--- src/rtl/vec_bank_lsu.sv ---
// Vector load/store unit: moves one VLEN-element vector between a vector register and
// NUM_BANKS word-interleaved memory banks, one element per bank per beat.
module vec_bank_lsu #(
    parameter int ELEM_W    = 16,
    parameter int VLEN      = 16,
    parameter int NUM_BANKS = 4,
    parameter int ADDR_W    = 16,
    parameter int BANK_AW   = ADDR_W - 1 - $clog2(NUM_BANKS)
) (
    input  logic                          clk,
    input  logic                          rst_n,
    input  logic                          flush,
    input  logic                          req_valid,
    output logic                          req_ready,
    input  logic                          req_store,
    input  logic [ADDR_W-1:0]             req_base,
    input  logic [3:0]                    req_vreg,
    input  logic [VLEN*ELEM_W-1:0]        req_wdata,
    output logic [NUM_BANKS-1:0]          bank_ren,
    output logic [NUM_BANKS*BANK_AW-1:0]  bank_raddr,
    input  logic [NUM_BANKS*ELEM_W-1:0]   bank_rdata,
    output logic [NUM_BANKS-1:0]          bank_wen,
    output logic [NUM_BANKS*BANK_AW-1:0]  bank_waddr,
    output logic [NUM_BANKS*ELEM_W-1:0]   bank_wdata,
    output logic                          wb_valid,
    output logic [3:0]                    wb_vreg,
    output logic [VLEN*ELEM_W-1:0]        wb_data,
    output logic                          busy
);
    localparam int WORD_AW = ADDR_W - 1;
    localparam int LOG_NB  = $clog2(NUM_BANKS);
    localparam int NBEAT   = VLEN / NUM_BANKS;
    localparam int BEAT_W  = (NBEAT > 1) ? $clog2(NBEAT) : 1;
    localparam int ELEM_IW = $clog2(VLEN);
    localparam logic [BEAT_W-1:0] LAST_BEAT = BEAT_W'(NBEAT - 1);

    typedef enum logic [2:0] {
        ST_IDLE  = 3'd0,
        ST_LOAD  = 3'd1,
        ST_DRAIN = 3'd2,
        ST_WB    = 3'd3,
        ST_STORE = 3'd4
    } state_t;

    state_t                       state_r, state_next_s;
    logic [BEAT_W-1:0]            beat_r, beat_next_s, cap_beat_s;
    logic [WORD_AW-1:0]           base_w_r;
    logic [3:0]                   vreg_r, wb_vreg_r;
    logic [VLEN*ELEM_W-1:0]       wdata_r, cap_r, cap_next_s, wb_data_r;
    logic                         accept_s, ren_s, wen_s, cap_en_s, wb_load_s;
    logic [LOG_NB-1:0]            bank_off_s   [NUM_BANKS];
    logic [ELEM_IW-1:0]           issue_elem_s [NUM_BANKS];
    logic [ELEM_IW-1:0]           cap_elem_s   [NUM_BANKS];
    logic [NUM_BANKS*BANK_AW-1:0] beat_idx_s;
    logic [NUM_BANKS*ELEM_W-1:0]  beat_wdata_s;
    logic                         unused_base_s;

    // Element slot served by a bank in a given beat (offset is below NUM_BANKS, so OR is a sum).
    function automatic logic [ELEM_IW-1:0] elem_idx(input logic [BEAT_W-1:0] beat,
                                                    input logic [LOG_NB-1:0] off);
        return (ELEM_IW'(beat) << LOG_NB) | ELEM_IW'(off);
    endfunction

    // Bank-local word index; the word address wraps modulo 2^WORD_AW.
    function automatic logic [BANK_AW-1:0] bank_index(input logic [WORD_AW-1:0] base_w,
                                                      input logic [BEAT_W-1:0]  beat,
                                                      input logic [LOG_NB-1:0]  off);
        logic [WORD_AW-1:0] word;
        word = base_w + (WORD_AW'(beat) << LOG_NB) + WORD_AW'(off);
        return word[WORD_AW-1:LOG_NB];
    endfunction

    assign unused_base_s = req_base[0];
    assign req_ready     = rst_n & (state_r == ST_IDLE) & ~flush;
    assign accept_s      = req_valid & req_ready;
    assign ren_s         = (state_r == ST_LOAD) & ~flush;
    assign wen_s         = (state_r == ST_STORE) & ~flush;
    assign wb_load_s     = (state_r == ST_DRAIN) & ~flush;

    assign bank_ren   = {NUM_BANKS{ren_s}};
    assign bank_raddr = ren_s ? beat_idx_s : '0;
    assign bank_wen   = {NUM_BANKS{wen_s}};
    assign bank_waddr = wen_s ? beat_idx_s : '0;
    assign bank_wdata = wen_s ? beat_wdata_s : '0;
    assign wb_valid   = (state_r == ST_WB) & ~flush;
    assign wb_vreg    = wb_vreg_r;
    assign wb_data    = wb_data_r;
    assign busy       = (state_r != ST_IDLE);

    // Capture qualifier: read data returned this cycle belongs to the previous issue beat.
    always_comb begin
        cap_en_s   = 1'b0;
        cap_beat_s = LAST_BEAT;
        if (state_r == ST_DRAIN) begin
            cap_en_s   = 1'b1;
            cap_beat_s = LAST_BEAT;
        end else if ((state_r == ST_LOAD) && (beat_r != BEAT_W'(0))) begin
            cap_en_s   = 1'b1;
            cap_beat_s = beat_r - BEAT_W'(1);
        end else begin
            cap_en_s   = 1'b0;
            cap_beat_s = LAST_BEAT;
        end
    end

    // Per-bank element mapping, word index and write data for the current beat.
    always_comb begin
        beat_idx_s   = '0;
        beat_wdata_s = '0;
        for (int k = 0; k < NUM_BANKS; k++) begin
            bank_off_s[k]   = LOG_NB'(k) - base_w_r[LOG_NB-1:0];
            issue_elem_s[k] = elem_idx(beat_r, bank_off_s[k]);
            cap_elem_s[k]   = elem_idx(cap_beat_s, bank_off_s[k]);
            beat_idx_s[k*BANK_AW +: BANK_AW] = bank_index(base_w_r, beat_r, bank_off_s[k]);
            beat_wdata_s[k*ELEM_W +: ELEM_W] = wdata_r[issue_elem_s[k]*ELEM_W +: ELEM_W];
        end
    end

    // Merge returned bank data into the capture buffer slots (rotation undone by cap_elem_s).
    always_comb begin
        cap_next_s = cap_r;
        if (cap_en_s) begin
            for (int k = 0; k < NUM_BANKS; k++) begin
                cap_next_s[cap_elem_s[k]*ELEM_W +: ELEM_W] = bank_rdata[k*ELEM_W +: ELEM_W];
            end
        end else begin
            cap_next_s = cap_r;
        end
    end

    // Next-state and beat counter.
    always_comb begin
        state_next_s = state_r;
        beat_next_s  = beat_r;
        case (state_r)
            ST_IDLE: begin
                beat_next_s = BEAT_W'(0);
                if (accept_s) begin
                    state_next_s = req_store ? ST_STORE : ST_LOAD;
                end else begin
                    state_next_s = ST_IDLE;
                end
            end
            ST_LOAD: begin
                if (flush) begin
                    state_next_s = ST_IDLE;
                    beat_next_s  = BEAT_W'(0);
                end else if (beat_r == LAST_BEAT) begin
                    state_next_s = ST_DRAIN;
                    beat_next_s  = BEAT_W'(0);
                end else begin
                    beat_next_s  = beat_r + BEAT_W'(1);
                end
            end
            ST_DRAIN: begin
                beat_next_s = BEAT_W'(0);
                if (flush) begin
                    state_next_s = ST_IDLE;
                end else begin
                    state_next_s = ST_WB;
                end
            end
            ST_WB: begin
                state_next_s = ST_IDLE;
                beat_next_s  = BEAT_W'(0);
            end
            ST_STORE: begin
                if (flush || (beat_r == LAST_BEAT)) begin
                    state_next_s = ST_IDLE;
                    beat_next_s  = BEAT_W'(0);
                end else begin
                    beat_next_s  = beat_r + BEAT_W'(1);
                end
            end
            default: begin
                state_next_s = ST_IDLE;
                beat_next_s  = BEAT_W'(0);
            end
        endcase
    end

    // State, request latch, capture buffer and write-back registers.
    always_ff @(posedge clk or negedge rst_n) begin
        if (!rst_n) begin
            state_r   <= ST_IDLE;
            beat_r    <= '0;
            base_w_r  <= '0;
            vreg_r    <= 4'd0;
            wdata_r   <= '0;
            cap_r     <= '0;
            wb_data_r <= '0;
            wb_vreg_r <= 4'd0;
        end else begin
            state_r <= state_next_s;
            beat_r  <= beat_next_s;
            cap_r   <= cap_next_s;
            if (accept_s) begin
                base_w_r <= req_base[ADDR_W-1:1];
                vreg_r   <= req_vreg;
                wdata_r  <= req_wdata;
            end
            if (wb_load_s) begin
                wb_data_r <= cap_next_s;
                wb_vreg_r <= vreg_r;
            end
        end
    end
endmodule

--- config.mk ---
export PLATFORM = sky130hd
export DESIGN_NAME = vec_bank_lsu
export DESIGN_NICKNAME = d
export VERILOG_FILES = /design/src/rtl/vec_bank_lsu.sv
export SDC_FILE = /design/constraint.sdc
export NUM_CORES = 2
export LEC_CHECK = 0
export BUFFER_PORTS_ARGS = -buffer_cell sky130_fd_sc_hd__buf_2
export CAP_MARGIN = 5
export CORE_MARGIN = 2
export CORE_UTILIZATION = 40
export DETAILED_ROUTE_END_ITERATION = 8
export PLACE_DENSITY = 0.56
export RECOVER_POWER = 100
export SETUP_SLACK_MARGIN = 0.02
export SLEW_MARGIN = 0
export SYNTH_ARGS = -nofsm -noshare
export SYNTH_HDL_FRONTEND = slang
export SYNTH_SLANG_ARGS = --single-unit
--- constraint.sdc ---
create_clock -name clk -period 6.3 [get_ports clk]
set_input_delay 1.26 -clock clk [delete_from_list [all_inputs] [get_ports clk]]
set_output_delay 1.26 -clock clk [all_outputs]
set_load 0.02 [all_outputs]
==> out/results.ini <==
[outcome]
status=finished, violations left
violations=max-capacitance violations, max-slew violations

[timing]
setup_tns_ps=0
grt_setup_unrepaired=false
hold_ws_ps=466
worst_slew_pin_slew_ps=3260
fin_crit_ps=6280
report.final.slew_viol_count=890
setup_viol=0
hold_violations=0
slew_headroom_pct=-117
fin_crit_sh_pct=99.7
max_freq_ghz=0.159
finalClockSkew_ps=40.5

[die]
io-pin-count=784
core_area_sq_mm=0.134
die_h_microns=371
initial_core_util_pct=40.3
die_w_microns=371
die_area_sq_mm=0.138
rows=134

[clock_network]
clock-root-buffer=clkbuf_16
post_cts_buffers=0
cts_sinks=796
holdBufCountCts=0
h-tree-depth=3
clk_transition_reported_paths_ps=60
clock_latency_ps=760
cts_max_path_buffers=3
cts_buffers=97
ctsResizeCount=0
cts_tree=built

[yosys]
ys.flop_type=dfrtp_1
async_flop_share_pct=100
synth-xor-area-share_pct=0.602
syn_nets=5994
ys_types=92
syn_inst=5630
synth_compound_area_share_pct=22.8
syn_avg_cell_area_sq_um=9.57
yosys.area.top_type=dfrtp_1
synthAdderAreaFrac_pct=0.455
synth_mux_area_share_pct=21.6
synth_enable_flop_cells=0
ys_seq_area_share_pct=37.0
synth_top_family_by_area=compound AO/OA/AOI/OAI gates
synth_top_area_share_pct=37.0
synth-simple-area-share_pct=12.2
yosys_warnings=0
synth_seq_cells=796
synth_area_leaders=dfrtp_1 37%, mux4_2 13%, mux2_2 6.9%
synthesis.area_sq_mm=0.0539

[routing]
drtIter0Drc=7446
vias_per_cell=6.80
wirelength_microns=275000
drc_errors=0
wl_per_cell_microns=34.4
via_count=54500
first_pass_iters=7
ant_nets=0

[grt]
grt-ovfl-total=0
grt_pass1_vias=50600
grt_pass1_wl_microns=386000
antenna_found_initial=94
grt_max_degree=194
grt_usage_pct=39.1

[worst_setup_path]
r2r-end=wb_data[213]$_DFFE_PN0P_
crit_slowest_cell=clkbuf_1
worstSetupEndpointType=register
worstPathCellList=inv_1 > ha_1 > or3b_1 > nor3b_1 > ha_1 > and3b_1 > clkbuf_1 > nor2_1 > o31ai_1 > clkbuf_2 > a211o_1 > a31oi_1
cp-start-kind=register
path_class=register to register
critPathBufInv=3
reg2regPathDepth=12
cp_max_fo=18
r2r_setup_slack_ps=20
arrival_ps=6840
cp.required_ps=6860
reg2reg_from=beat_r[0]$_DFF_PN0_
critPathLaunch=beat_r[0]$_DFF_PN0_
slowest_delay_ps=950
crit_top_cell=ha_1
crit_family=simple AND/OR/NAND/NOR gates

[worst_hold_path]
hold_depth=2
worstHoldPathType=register to register
hold_start=vreg_r[3]$_DFFE_PN0P_
hold_end=wb_vreg[3]$_DFFE_PN0P_

[power_and_ir_drop]
leakagePower_nw=24.6
p_int_mw=14.4
power_per_cell_area_mw_per_mm2=382
seqPwrFrac_pct=31.5
power_frac_clock_pct=26.3
switching_power_mw=9.45
ir_drop_mv=0.245
sw_frac_of_total_pct=39.7
power_frac_comb_pct=42.2

[placement]
hpwl_microns=193000
port_buffers=782
gp_congestion=1.04

[cells_and_area]
area.growth.synth_to_final_pct=15.9
fin_nets=6467
drive_gt1_share_pct=23.0

[run]
maxCapViolCount=22

worst min-delay path: stages, from the launching register on:
cell and delay [ps]:
dfrtp_1 340, nand2_1 50, nand2_1 50
power groups by stage:
stage	Combinational (mW)	Sequential [mW]	Clock, mW
after floorplan	6.69	7.28	0
after global placement	9.71	7.47	0
after detailed placement	9.82	7.54	0
after CTS	9.86	7.47	6.34
after global routing	10.6	7.66	6.54
final	10.0	7.51	6.27
how the worst max path moves through the flow:
stage / end / cells after the start / slack, ps
finish: wb_data[213]$_DFFE_PN0P_ / 12 / 20
global route: cap_r[172]$_DFF_PN0_ / 3 / 40
CTS: bank_wdata[50] / 6 / 310
detailed placement: bank_wdata[50] / 6 / 1110
global placement: bank_wdata[50] / 6 / 1150
floorplan: wb_data[196]$_DFFE_PN0P_ / 20 / 940
layer usage:
| layer | wire (microns) | GRT usage (%) | up-vias | part of all wire (%) |
|---|---|---|---|---|
| li1 | - | - | 22400 | - |
| met1 | 102000 | 49.5 | 27100 | 37 |
| met2 | 117000 | 56.5 | 4055 | 42 |
| met3 | 36600 | 15.1 | 914 | 13 |
| met4 | 19700 | 23.0 | 46 | 7.2 |
| met5 | 288 | 0 | - | 0.10 |
registers in the layout (all words and copies together) (netlist names):
name and count:
wb_data 256, beat_r 2, wb_vreg 4, base_w_r 15, vreg_r 4, cap_r 256, state_r 3, wdata_r 256
kinds of logic (layout without fill, tap and decap cells):
family	count (synthesis)	in the layout
AOI/OAI and AO/OA	1876	1876
xor gates and xnor gates	37	37
adders and majority gates	19	19
buffers and inverters	739	1291
DFF	796	796
muxes	719	719
other	0	62
and+or+nand+nor	1444	1444
per-stage QoR:
stage	cell area, sq um	utilization [%]	power, mW	cells	setup slack (ps)
floorplan	53900	-	14.0	5630	943
global placement	59400	44.5	17.2	7772	1150
detailed placement	59400	44.5	17.4	7772	1110
CTS	62900	47.1	23.7	7950	306
global route	62300	46.6	24.8	7977	43.7
finish	62400	46.7	23.8	8012	22.0
synthesized netlist by cell type (14+ instances only):
cell and n:
a2111oi_0 17, a211o_1 25, a211oi_1 77, a21oi_1 444
a221o_1 31, a221oi_1 68, a22oi_1 37, a311oi_1 39
a31oi_1 141, a32o_1 16, a32oi_1 17, and2_1 127
and3_1 33, buf_1 67, buf_2 55, buf_4 14
clkbuf_1 459, dfrtp_1 796, ha_1 18, inv_1 135
mux2_2 329, mux2i_1 70, mux4_2 320, nand2_1 657
nand2b_1 21, nand3_1 60, nand4_1 46, nor2_1 346
nor2b_1 25, nor3_1 38, nor4_1 27, o211ai_1 201
o21ai_0 331, o21ai_1 19, o221ai_1 16, o22a_1 15
o22ai_1 99, o31ai_1 176, o32ai_1 15, xnor2_1 17
xor2_1 20
area by class of cell:
class | instances | area [sq um]
diodes | 62 | 155
clock buffers | 135 | 2780
clock inverters | 43 | 737
fillers | 13100 | 71200
inverters | 140 | 528
multi-input cells | 4095 | 31200
flip-flops and latches | 796 | 19900
well taps | 1768 | 2210
repair buffers | 973 | 4870
cell usage in the layout (no fill, tap or decap), types with 138 or more instances in the layout:
cell / instances
clkbuf_1: 435
nor2_1: 343
nand2_1: 657
buf_4: 144
buf_2: 385
a31oi_1: 138
mux2_2: 328
o211ai_1: 201
o21ai_0: 336
dfrtp_1: 795
a21oi_1: 442
o31ai_1: 176
mux4_2: 320
Power figures use the tool's default switching activity.
